===== src/rtl/vin_slice_serializer_if.sv =====
// Slice/attribute bus between GEN/VIN timing and the slice serializer.
// master = the pixel-timing side driving strobes and data, slave = the serializer.
interface vin_slice_serializer_if;
  logic       pix_en;
  logic       char_start;
  logic       _sg;
  logic [7:0] busA;
  logic [7:0] attr;
  logic       dw;
  logic       flash_phase;
  logic       blank;
  logic       status_clr;
  logic [2:0] rgb;
  logic       underrun;
  logic       overrun;

  modport master (
    output pix_en, char_start, _sg, busA, attr, dw, flash_phase, blank, status_clr,
    input  rgb, underrun, overrun
  );

  modport slave (
    input  pix_en, char_start, _sg, busA, attr, dw, flash_phase, blank, status_clr,
    output rgb, underrun, overrun
  );
endinterface


===== src/rtl/vin_slice_serializer.sv =====
// Captures a GEN slice on the rising edge of _sg and serializes it MSB-first into RGB pixels.
// Optional VIN_DOUBLE_WIDTH_EN: captured dw=1 stretches each bit over two pix_en (16-pixel cell).
module vin_slice_serializer (
  input logic                   clk,
  input logic                   _rst,
  vin_slice_serializer_if.slave io
);

`ifdef VIN_DOUBLE_WIDTH_EN
  localparam int CW = 4;
`else
  localparam int CW = 3;
`endif
  localparam logic [CW-1:0] LAST_N = CW'(7);
  localparam logic [0:0] ST_IDLE  = 1'b0;
  localparam logic [0:0] ST_SHIFT = 1'b1;

  // _sg synchroniser plus edge-detect stage; all reset high so release never looks like an edge
  logic sg_s1_q, sg_s2_q, sg_s3_q;
  logic cap, xfer;

  always_ff @(posedge clk or negedge _rst) begin
    if (!_rst) begin
      sg_s1_q <= 1'b1;
      sg_s2_q <= 1'b1;
      sg_s3_q <= 1'b1;
    end else begin
      sg_s1_q <= io._sg;
      sg_s2_q <= sg_s1_q;
      sg_s3_q <= sg_s2_q;
    end
  end

  assign cap  = sg_s2_q & ~sg_s3_q;
  assign xfer = io.pix_en & io.char_start;

  // Holding register
  logic [7:0] hold_byte_q, hold_attr_q;
  logic       hold_valid_q, hold_valid_d;
`ifdef VIN_DOUBLE_WIDTH_EN
  logic       hold_dw_q;
`else
  logic       unused_dw;
  assign unused_dw = io.dw;
`endif

  assign hold_valid_d = cap | (hold_valid_q & ~xfer);

  always_ff @(posedge clk or negedge _rst) begin
    if (!_rst) begin
      hold_byte_q  <= 8'h00;
      hold_attr_q  <= 8'h00;
      hold_valid_q <= 1'b0;
`ifdef VIN_DOUBLE_WIDTH_EN
      hold_dw_q    <= 1'b0;
`endif
    end else begin
      hold_valid_q <= hold_valid_d;
      if (cap) begin
        hold_byte_q <= io.busA;
        hold_attr_q <= io.attr;
`ifdef VIN_DOUBLE_WIDTH_EN
        hold_dw_q   <= io.dw;
`endif
      end
    end
  end

  // Shifter / cell state
  logic [0:0]    state_q, state_d;
  logic [CW-1:0] cnt_q, cnt_d;
  logic [7:0]    shift_q, shift_d;
  logic [7:0]    attr_q, attr_d;
  logic          step, last;
`ifdef VIN_DOUBLE_WIDTH_EN
  logic          dw_q, dw_d;
  localparam logic [CW-1:0] LAST_W = CW'(15);
`endif

  always_comb begin
    state_d = state_q;
    cnt_d   = cnt_q;
    shift_d = shift_q;
    attr_d  = attr_q;
`ifdef VIN_DOUBLE_WIDTH_EN
    dw_d    = dw_q;
    step    = ~dw_q | cnt_q[0];
    last    = dw_q ? (cnt_q == LAST_W) : (cnt_q == LAST_N);
`else
    step    = 1'b1;
    last    = (cnt_q == LAST_N);
`endif
    if (xfer) begin
      // A new cell always wins, truncating whatever was still shifting
      state_d = ST_SHIFT;
      cnt_d   = '0;
      if (hold_valid_q) begin
        shift_d = hold_byte_q;
        attr_d  = hold_attr_q;
`ifdef VIN_DOUBLE_WIDTH_EN
        dw_d    = hold_dw_q;
`endif
      end else begin
        shift_d = 8'h00;
`ifdef VIN_DOUBLE_WIDTH_EN
        dw_d    = 1'b0;
`endif
      end
    end else if (io.pix_en && state_q == ST_SHIFT) begin
      cnt_d = cnt_q + CW'(1);
      if (step) shift_d = {shift_q[6:0], 1'b0};
      if (last) begin
        state_d = ST_IDLE;
        cnt_d   = '0;
      end
    end
  end

  // Pixel shown on a pix_en comes from the state before that pix_en's load/shift,
  // so a cell's first pixel appears on the pix_en after its char_start.
  logic       pix;
  logic [2:0] rgb_d, rgb_q;

  always_comb begin
    pix = (shift_q[7] ^ attr_q[6]) & ~(attr_q[7] & io.flash_phase);
    if (state_q == ST_IDLE) pix = 1'b0;
    rgb_d = io.blank ? 3'b000 : (pix ? attr_q[2:0] : attr_q[5:3]);
  end

  logic underrun_q, underrun_d, overrun_q, overrun_d;

  // Set beats clear on the same clk
  assign underrun_d = (xfer & ~hold_valid_q) | (underrun_q & ~io.status_clr);
  assign overrun_d  = (cap & hold_valid_q & ~xfer) | (overrun_q & ~io.status_clr);

  always_ff @(posedge clk or negedge _rst) begin
    if (!_rst) begin
      state_q    <= ST_IDLE;
      cnt_q      <= '0;
      shift_q    <= 8'h00;
      attr_q     <= 8'h00;
      rgb_q      <= 3'b000;
      underrun_q <= 1'b0;
      overrun_q  <= 1'b0;
`ifdef VIN_DOUBLE_WIDTH_EN
      dw_q       <= 1'b0;
`endif
    end else begin
      state_q    <= state_d;
      cnt_q      <= cnt_d;
      shift_q    <= shift_d;
      attr_q     <= attr_d;
      underrun_q <= underrun_d;
      overrun_q  <= overrun_d;
`ifdef VIN_DOUBLE_WIDTH_EN
      dw_q       <= dw_d;
`endif
      if (io.pix_en) rgb_q <= rgb_d;
    end
  end

  assign io.rgb      = rgb_q;
  assign io.underrun = underrun_q;
  assign io.overrun  = overrun_q;

endmodule


===== src/flat_wrapper.sv =====
// flat-port wrapper written by rule: the top's interface ports become plain ports
module vin_slice_serializer_flat 
  (clk, _rst, io_pix_en, io_char_start, io__sg, io_busA, io_attr, io_dw, io_flash_phase, io_blank, io_status_clr, io_rgb, io_underrun, io_overrun);
  vin_slice_serializer_if io_i ();
  input logic clk;
  input logic _rst;
  input wire logic [$bits(io_i.pix_en)-1:0] io_pix_en;
  input wire logic [$bits(io_i.char_start)-1:0] io_char_start;
  input wire logic [$bits(io_i._sg)-1:0] io__sg;
  input wire logic [$bits(io_i.busA)-1:0] io_busA;
  input wire logic [$bits(io_i.attr)-1:0] io_attr;
  input wire logic [$bits(io_i.dw)-1:0] io_dw;
  input wire logic [$bits(io_i.flash_phase)-1:0] io_flash_phase;
  input wire logic [$bits(io_i.blank)-1:0] io_blank;
  input wire logic [$bits(io_i.status_clr)-1:0] io_status_clr;
  output wire logic [$bits(io_i.rgb)-1:0] io_rgb;
  output wire logic [$bits(io_i.underrun)-1:0] io_underrun;
  output wire logic [$bits(io_i.overrun)-1:0] io_overrun;
  assign io_i.pix_en = io_pix_en;
  assign io_i.char_start = io_char_start;
  assign io_i._sg = io__sg;
  assign io_i.busA = io_busA;
  assign io_i.attr = io_attr;
  assign io_i.dw = io_dw;
  assign io_i.flash_phase = io_flash_phase;
  assign io_i.blank = io_blank;
  assign io_i.status_clr = io_status_clr;
  assign io_rgb = io_i.rgb;
  assign io_underrun = io_i.underrun;
  assign io_overrun = io_i.overrun;
  vin_slice_serializer u_core (.clk(clk), ._rst(_rst), .io(io_i));
endmodule

===== config.mk =====
export PLATFORM = sky130hd
export DESIGN_NAME = vin_slice_serializer_flat
export DESIGN_NICKNAME = d
export VERILOG_FILES = /design/src/rtl/vin_slice_serializer_if.sv /design/src/rtl/vin_slice_serializer.sv /design/src/flat_wrapper.sv
export SDC_FILE = /design/constraint.sdc
export NUM_CORES = 1
export LEC_CHECK = 0
export CAP_MARGIN = 40
export CORE_MARGIN = 2
export CORE_UTILIZATION = 30
export CTS_CLUSTER_DIAMETER = 30
export DETAILED_ROUTE_END_ITERATION = 8
export SYNTH_ARGS = -nofsm -noshare
export SYNTH_HDL_FRONTEND = slang
export SYNTH_SLANG_ARGS = --single-unit

===== constraint.sdc =====
create_clock -name clk -period 3.38 [get_ports clk]
set_clock_uncertainty 0.2 [all_clocks]
set_input_delay 0.507 -clock clk [delete_from_list [all_inputs] [get_ports clk]]
set_output_delay 0.507 -clock clk [all_outputs]
set_load 0.05 [all_outputs]

After elaboration in Yosys (flattened, before gate mapping):

Cells that the tools add are included.

* add/subtract/negate cells: 1
* equality and inequality tests: 1
* mux-type cells: 12
* bitwise operators: 19
* reduce and logical (&&, ||, !) cells: 5

Operators with widths (count)
* 8-bit two-way mux: 3
* 3-bit two-way mux: 5
* 1-bit bitwise AND: 10
* 1-bit NOT: 5
* 1-bit two-way mux: 4
* 2-bit AND reduction: 2
* 2-bit nonzero test: 2
* 3-bit by 1-bit adder with 3-bit output, second input constant: 1
* 3-bit equality test, second input constant: 1
* 1-bit OR: 3
* 1-bit logical AND: 1
* 1-bit bitwise XOR: 1

* register bits: 45
* bits of input ports: 25
* output and inout port bits: 5
* word-level logic and storage cells: 51

Longest topological paths before layout:

Gate-level depths: netlist of run 1.

* word-level depth: 6
* mapped depth: 5
* depth with buffers taken out: 5

Worst setup path before layout of run 1:

No wires, ideal clock.

* path kind: flip-flop to flip-flop
* start point: register u_core.sg_s2_q
* end point: register u_core.hold_attr_q[0]
* library setup time: 0.125 ns
* arrival time: 1.246 ns
* data required time: 3.055 ns
* slack: 1.810 ns
* stages on the path, launching flop included: 5
* buffers on the path: 2
* clock period less this slack: 1.570 ns
* cell sequence: dfstp_2 > nor2b_1 > buf_6 > buf_6 > mux2_2

* cells in the longest elaborated chain, start to end: 1

Ends and longest elaborated chain
* start: declaration: line vin_slice_serializer.sv:19 `logic sg_s1_q, sg_s2_q, sg_s3_q;`
* start signal: assignment: line vin_slice_serializer.sv:29 `sg_s2_q <= sg_s1_q;`
* 1-bit bitwise AND: line vin_slice_serializer.sv:34 `assign cap = sg_s2_q & ~sg_s3_q;`
* end signal: assignment: line vin_slice_serializer.sv:61 `hold_attr_q <= io.attr;`
* end: declaration: line vin_slice_serializer.sv:38 `logic [7:0] hold_byte_q, hold_attr_q;`

No other way between the ends.
A chain may end at the register's enable or synchronous reset.

Final worst setup path of run 1:

* start point: register u_core.rgb_q[2] (netlist: u_core.io.rgb[2])
* end point: output port io_rgb[2]

RTL lines
* start: declaration: line vin_slice_serializer.sv:122 `logic [2:0] rgb_d, rgb_q;`
* start signal: assignment: line vin_slice_serializer.sv:158 `if (io.pix_en) rgb_q <= rgb_d;`
* end: declaration: line flat_wrapper.sv:16 `output wire logic [$bits(io_i.rgb)-1:0] io_rgb;`

No word-level cell between the ends.

==> results of run 1 <==
-- final timing paths --
check / cells after the start / startpoint / slack [ns] / endpoint
min in group asynchronous: 2 / _rst / 0.51 / u_core.cnt_q[0]
hold / removal: 0 / u_core.sg_s1_q / 0.16 / u_core.sg_s2_q
max in group asynchronous: 3 / _rst / 1.91 / u_core.sg_s2_q
hold reg to reg: 0 / u_core.sg_s1_q / 0.16 / u_core.sg_s2_q
setup reg to reg: 3 / u_core.sg_s2_q / 1.34 / u_core.hold_byte_q[7]
setup / recovery: 1 / u_core.io.rgb[2] / 1.23 / io_rgb[2]
-- power breakdown --
group | total [mW] | switching [mW] | internal, mW
clock | 0.326 | 0.180 | 0.146
combinational | 0.287 | 0.145 | 0.143
sequential | 0.690 | 0.0543 | 0.636
total | 1.30 | 0.379 | 0.924
-- metal layers --
metal / vias up / wire length (um)
li1: 610 / -
met1: 619 / 1670
met2: 21 / 1510
met3: 2 / 112
met4: 0 / 39
met5: - / 0
-- sequential cells by signal, summed over array words and instances (netlist names) --
signal and cells:
u_core.io.overrun 1, u_core.hold_attr_q 8, u_core.sg_s2_q 1, u_core.shift_q 8
u_core.hold_valid_q 1, u_core.sg_s3_q 1, u_core.state_q 1, u_core.io.rgb 3
u_core.sg_s1_q 1, u_core.hold_byte_q 8, u_core.cnt_q 3, u_core.io.underrun 1
u_core.attr_q 8
-- area by class of cell --
type | instances | area, sq um | area share (%)
Inverter | 10 | 37.5 | 1.57
Tap cell | 77 | 96.3 | 4.03
Timing Repair Buffer | 32 | 320 | 13.4
Clock buffer | 6 | 72.6 | 3.03
Sequential cell | 45 | 1130 | 47.2
Multi-Input combinational cell | 91 | 721 | 30.1
Clock inverter | 2 | 15.0 | 0.628
-- synth_stat cells (2+ instances only) --
| cell | number | area share (%) |
|---|---|---|
| o21ai_2 | 2 | 0.89 |
| a21oi_1 | 9 | 2.3 |
| nand3b_1 | 2 | 0.76 |
| o21ai_1 | 6 | 1.5 |
| dfstp_2 | 3 | 4.0 |
| o221ai_1 | 2 | 0.89 |
| dfrtp_1 | 42 | 54 |
| buf_2 | 2 | 0.51 |
| nand2_1 | 11 | 2.1 |
| nand4_1 | 3 | 0.96 |
| ha_1 | 2 | 1.3 |
| inv_1 | 10 | 1.9 |
| and4_1 | 7 | 3.1 |
| nor2b_1 | 3 | 0.96 |
| o21ai_0 | 4 | 1.0 |
| and2_1 | 2 | 0.64 |
| mux2_2 | 23 | 13 |
| o22ai_1 | 3 | 0.96 |
| buf_6 | 3 | 1.7 |
-- metrics by stage --
step           hold slack (ns)  setup WS (ns)  total power, mW  area [sq um]  utilization, %
3_5_place_dp             0.149          0.959            0.994          2290            36.1
3_3_place_gp             0.146          0.979            0.984          2270            35.8
4_1_cts                  0.162           1.21             1.32          2390            37.7
2_1_floorplan           0.0114           1.81            0.892          1960               -
6_report                 0.159           1.23             1.30          2390            37.7
5_1_grt                  0.167           1.16             1.38          2390            37.7
-- logic make-up after synthesis --
| family | count (synthesis) | share of synthesized area, % |
|---|---|---|
| flops | 45 | 57.5 |
| simple gates | 34 | 11.4 |
| compound gates | 31 | 10.4 |
| mux | 23 | 13.2 |
| buf+inv | 18 | 5.80 |
| fa+ha+maj | 2 | 1.27 |
| xor+xnor | 1 | 0.446 |
==> run metrics, run 1 <==
Die Span Y=84.9 um; Post-CTS Setup Bufs=0; Cells after Synth=154; Synth warnings=0; GRT Total Usage=9.98%; share of layout cells above drive strength 1=23.7%; actual slew at the worst max-slew pin=0.609 ns; Core Region=6350 sq um; CP max-delay cell=clkdlybuf4s50_1; cells along the critical path=clkdlybuf4s50_1; DRT Pass-1 Iters=4; Slew HR=59.3%; dpl cells=254; GPL Wtd Cong=0.729; Finished Layout Cells=263; Post-synth EDFFs=0; P per Cell Area=545 nW/um^2; synthesized flop and latch total=45; Row Count=29; Final Critical Period=2.15 ns; Fin. Hold Viols=0; DP Wirelength=2370 um; Crit path max-delay family=buffers and inverters; Die X=84.9 um; htree depth=2; Setup TNS Final=0 ns; CTS Buffer Depth=2; CTS Buf Count=5; async set-reset flop share out of synthesis=100%; status=finished, final reports clean; Root Buffer=clkbuf_8; CP max FO=2; Starting Density=30.9%; RSZ-0062 raised after global routing=false; Max Cap Viol=0; met1 usage=13.6%; VDD IR-drop max=220 uV; TritonCTS clock tree=done; met3 Usage GRT=2.82%; unique cell type count in the Yosys netlist=34; gr ovfl total=0; pin count of the biggest net entering global routing=26; max frequency=464 MHz; met2 Use GR=15.2%; Clock transition at path regs=0.09 ns; CP Buf/Inv Count=1; top_reg_cell synth=dfrtp_1; DR WL/cell=12.7 um; Avg Vias per Cell=4.76; Setup Viol. Count Final=0; I/O pins=30; layer with the highest usage=met2; n_diodes=0; clk sinks=45; vias in the first global route=1,240; initial antenna violation count=0; vias=1,252; period utilization=63.8%; startpoint types=flop; Initial DRC Count=32; post-CTS sizing=0; synthesis-to-layout area growth=21.8%; commonest non-fill, non-tap cell in the layout=dfrtp_1; DRC=0; Filler cells=609; # hold bufs at CTS=1; mapped cell area=1960 sq um; IO Port Bufs=28; Routed WL=3330 um; slowest stage delay, CP=0.80 ns; Worst Path Arrival=1.45 ns; sequential share of the synthesized area=57.5%; Min-Delay Path Class=flop to flop; Req. time, crit path=2.67 ns; Final #Nets=212; Syn Area/Cell=12.8 sq um; Worst setup EP type=primary output; final antenna-violating net count=0; Critical Setup Path Class=flop to primary output; Slew Limit Fails=0; die area=7210 sq um; highest-count cells in the layout ignoring fill and taps=dfrtp_1 (42), clkdlybuf4s50_1 (27), mux2_2 (23); wire length of the first global-routing pass=5730 um; syn nets=181; Leakage=0.999 nW; clock latency on the worst-skew pair=0.29 ns
Note: power is estimated with default switching activity, not from simulation.
==> run 2: changes to the inputs <==
Clock period 3.38 ns to 2.05 ns, I/O delays scaled along.
==> run metrics, run 2 (same netlist as run 1, synthesis figures left out) <==
Clock power frac=29.6%; Slew HR=66.5%; CP Buf/Inv Count=1; DRC=0; final antenna-violating net count=0; htree depth=2; CTS Buffer Depth=2; clock latency on the worst-skew pair=0.29 ns; DP Wirelength=2390 um; Logic pwr share=21.0%; share of layout cells above drive strength 1=24.9%; vias in the first global route=1,272; dpl cells=257; TritonCTS clock tree=done; met3 Usage GRT=2.92%; startpoint types=flop; P per Cell Area=936 nW/um^2; post-CTS sizing=0; CP max-delay cell=clkdlybuf4s50_1; Pint=1.69 mW; highest-count cells in the layout ignoring fill and taps=dfrtp_1 (42), clkdlybuf4s50_1 (27), mux2_2 (23); Avg Vias per Cell=4.75; Req. time, crit path=1.54 ns; Die Span Y=84.9 um; Worst Path Arrival=1.44 ns; Core Region=6350 sq um; Slew Limit Fails=0; Setup TNS Final=0 ns; pin count of the biggest net entering global routing=26; Fin. Hold Viols=0; Final #Nets=215; Finished Layout Cells=266; CP max FO=2; IO Port Bufs=28; vias=1,263; flop-to-flop setup slack=0.37 ns; Worst setup EP type=primary output; met1 usage=13.2%; register share of total power=49.4%; Sw Share=26.6%; die area=7210 sq um; Max Cap Viol=0; DR WL/cell=12.8 um; gr ovfl total=0; status=finished, final reports clean; Min-Delay Path Class=flop to flop; Net Sw Power=613 uW; Initial DRC Count=67; VDD IR-drop max=440 uV; wire length of the first global-routing pass=5920 um; max frequency=513 MHz; CTS Buf Count=5; Clock transition at path regs=0.08 ns; cells along the critical path=clkdlybuf4s50_1; met2 Use GR=16.6%; Root Buffer=clkbuf_8; n_diodes=0; Setup Viol. Count Final=0; actual slew at the worst max-slew pin=0.502 ns; Crit path max-delay family=buffers and inverters; clk sinks=45; Starting Density=30.9%; DRT Pass-1 Iters=4; Row Count=29; layer with the highest usage=met2; Final Critical Period=1.95 ns; period utilization=95.2%; Critical Setup Path Class=flop to primary output; slowest stage delay, CP=0.80 ns; synthesis-to-layout area growth=25.0%; initial antenna violation count=0; I/O pins=30; commonest non-fill, non-tap cell in the layout=dfrtp_1; GPL Wtd Cong=0.751; Die X=84.9 um; Routed WL=3410 um; RSZ-0062 raised after global routing=false; Leakage=1.04 nW; GRT Total Usage=10.2%
[run 2: power by group through the flow]
stage	clock network, mW	logic [mW]	registers [mW]
floorplan	0	0.257	1.21
global placement	0	0.480	1.15
global route	0.735	0.530	1.16
CTS	0.704	0.493	1.14
finish	0.680	0.483	1.14
detailed placement	0	0.489	1.16
[run 2: path summary, 6_finish.rpt]
check                                   from         endpoint  cells after the start
min in group asynchronous               _rst  u_core.cnt_q[1]                      2
setup reg to reg             u_core.cnt_q[0]  u_core.cnt_q[0]                      5
setup / recovery           u_core.io.overrun       io_overrun                      1
hold / removal                u_core.sg_s1_q   u_core.sg_s2_q                      0
hold reg to reg               u_core.sg_s1_q   u_core.sg_s2_q                      0
max in group asynchronous               _rst   u_core.sg_s3_q                      3
[run 2: timing repair]
item | CTS | global route
setup buffers | 0 | 0
setup endpoints to repair | 0 | 0
hold buffers | 1 | 0
hold endpoints to repair | 20 | 0
[run 2: per-stage QoR]
step | hold slack, ns | worst slack [ns] | total power [mW] | instance area (sq um) | utilization, %
6_report | 0.157 | 0.0988 | 2.30 | 2460 | 38.7
5_1_grt | 0.163 | 0.0388 | 2.43 | 2460 | 38.7
4_1_cts | 0.159 | 0.0838 | 2.34 | 2460 | 38.7
3_5_place_dp | 0.107 | 0.0475 | 1.65 | 2330 | 36.7
3_3_place_gp | 0.113 | 0.0676 | 1.63 | 2330 | 36.7
2_1_floorplan | -0.188 | 0.480 | 1.47 | 1960 | -
[run 2: layout make-up]
class	count	area, sq um
clock buffers	7	86.3
repair buffers	35	355
flip-flops and latches	45	1130
well taps	77	96.3
inverters	10	37.5
fillers	616	3890
clock inverters	1	30.0
multi-input cells	91	721
[run 2: per-layer routing]
layer,vias to the layer above,wire [um]
li1,616,-
met1,621,1590
met2,22,1620
met3,4,144
met4,0,58
met5,-,0
==> run 3: changes to the inputs <==
Settings changed: SETUP_SLACK_MARGIN set to 0.15.
==> run metrics, run 3 (same netlist as run 1, synthesis figures left out) <==
Setup Viol. Count Final=0; DR WL/cell=12.8 um; max frequency=587 MHz; Final Critical Period=1.70 ns; DRC=0; GPL Wtd Cong=0.751; CP Buf/Inv Count=1; Slew Limit Fails=0; TritonCTS clock tree=done; wire length of the first global-routing pass=5930 um; Slew HR=66.1%; IO Port Bufs=28; Filler cells=620; Die X=84.9 um; initial antenna violation count=0; vias in the first global route=1,275; Design Area, Final=2450 sq um; PnR worst setup slack=0.346 ns; Worst setup EP type=flop; hold slack=0.158 ns; status=finished, final reports clean; clk sinks=45; Clock transition at path regs=0.08 ns; placed instance area=2330 sq um; I/O pins=30; Crit path max-delay family=buffers and inverters; Critical Setup Path Class=input pin to flop; Max Cap Viol=0; share of layout cells above drive strength 1=24.9%; vias=1,259; Core Region=6350 sq um; commonest non-fill, non-tap cell in the layout=dfrtp_1; actual slew at the worst max-slew pin=0.508 ns; worst reg2reg path depth=5; hold path startpoint=u_core.sg_s1_q; CTS Buffer Depth=2; Die Span Y=84.9 um; CTS Buf Count=5; startpoint types=input pin; period utilization=83.1%; clock latency on the worst-skew pair=0.29 ns; Setup TNS Final=0 ns; Place WS=0.0475 ns; Min-Delay Path Class=flop to flop; Final #Nets=215; Starting Density=30.9%; r2r endpoint=u_core.cnt_q[0]; R2R Path Start=u_core.cnt_q[0]; DR WL met2=1640 um; DP Wirelength=2390 um; dpl cells=257; Hold Path End=u_core.sg_s2_q; final antenna-violating net count=0; Req. time, crit path=2.02 ns; CP max-delay cell=clkdlybuf4s50_1; Leakage=1.06 nW; n_diodes=0; slowest stage delay, CP=0.69 ns; highest-count cells in the layout ignoring fill and taps=dfrtp_1 (42), mux2_2 (23), clkdlybuf4s50_1 (22); pin count of the biggest net entering global routing=26; Row Count=29; Root Buffer=clkbuf_8; CP max FO=11; hold depth=0; Initial DRC Count=64; Avg Vias per Cell=4.73; GRT Total Usage=10.2%; met3 WL=131 um; gr ovfl total=0; Fin. Hold Viols=0; cells along the critical path=clkdlybuf4s50_1 -> nand2_1 -> a21oi_1 -> o21ai_1; RSZ-0062 raised after global routing=false; WL met1=1590 um; P per Cell Area=931 nW/um^2; VDD IR-drop max=439 uV; htree depth=2; flop-to-flop setup slack=0.37 ns; die area=7210 sq um; Post-CTS Setup Bufs=0; Finished Layout Cells=266; synthesis-to-layout area growth=24.7%; Routed WL=3410 um; Worst Path Arrival=1.68 ns; top sig layer=met4; DRT Pass-1 Iters=4
==> run 3: changes by cell type in the layout (fill, tap and decap cells not counted), sizes merged <==
cell	before	now
clkdlybuf4s50	27	22
dlygate4sd2	0	5
==> run 3: worst reg2reg max path, delay by kind of cell (launching register included) <==
kind / cells / cell delay [ns]
AND/OR/NAND/NOR: 1 / 0.34
AO/OA/AOI/OAI: 2 / 0.22
adder cells (fa/ha/maj): 2 / 0.43
flip-flops: 1 / 0.42
==> run 3: layer usage <==
metal  up-vias  GRT usage, %
met2        21          16.6
met3         4          3.02
met1       620          13.2
met4         0          3.46
met5         -             0
li1        614             -
==> run 3: final cells by class <==
class	instances	area, sq um	share of cell area (%)
clock inverter	1	30.0	1.23
sequential	45	1130	46.1
inverter	10	37.5	1.53
tap	77	96.3	3.93
clock buffer	7	86.3	3.52
multi-input combinational	91	721	29.4
timing repair buffer	35	349	14.2
==> run 3: where the power goes <==
group          switching, mW  internal [mW]  total, mW  leakage, nW
clock                  0.281          0.397      0.678       0.0585
combinational          0.242          0.225      0.467        0.452
sequential            0.0878           1.05       1.14        0.547
total                  0.611           1.67       2.28         1.06
==> run 3: how the worst max path moves through the flow <==
| stage | startpoint | endpoint | slack (ns) | cells past startpoint |
|---|---|---|---|---|
| 6_report | io_char_start | u_core.shift_q[4] | 0.35 | 4 |
| 5_1_grt | io_char_start | u_core.shift_q[4] | 0.23 | 4 |
| 4_1_cts | io_char_start | u_core.shift_q[4] | 0.33 | 4 |
| 3_5_place_dp | io_char_start | u_core.shift_q[3] | 0.05 | 4 |
| 3_3_place_gp | io_char_start | u_core.shift_q[5] | 0.07 | 4 |
| 2_1_floorplan | u_core.sg_s2_q | u_core.hold_attr_q[0] | 0.48 | 4 |
==> run 3: timing repair <==
action                     CTS  global route
hold buffers                 1             0
setup endpoints to repair    5             0
hold endpoints to repair    20             0
gates resized for setup      5             0
==> run 3: metrics by stage <==
| step | utilization (%) | power [mW] |
|---|---|---|
| after floorplan | - | 1.47 |
| after CTS | 38.6 | 2.32 |
| after global placement | 36.7 | 1.63 |
| after detailed placement | 36.7 | 1.65 |
| after global routing | 38.6 | 2.41 |
| final | 38.6 | 2.28 |
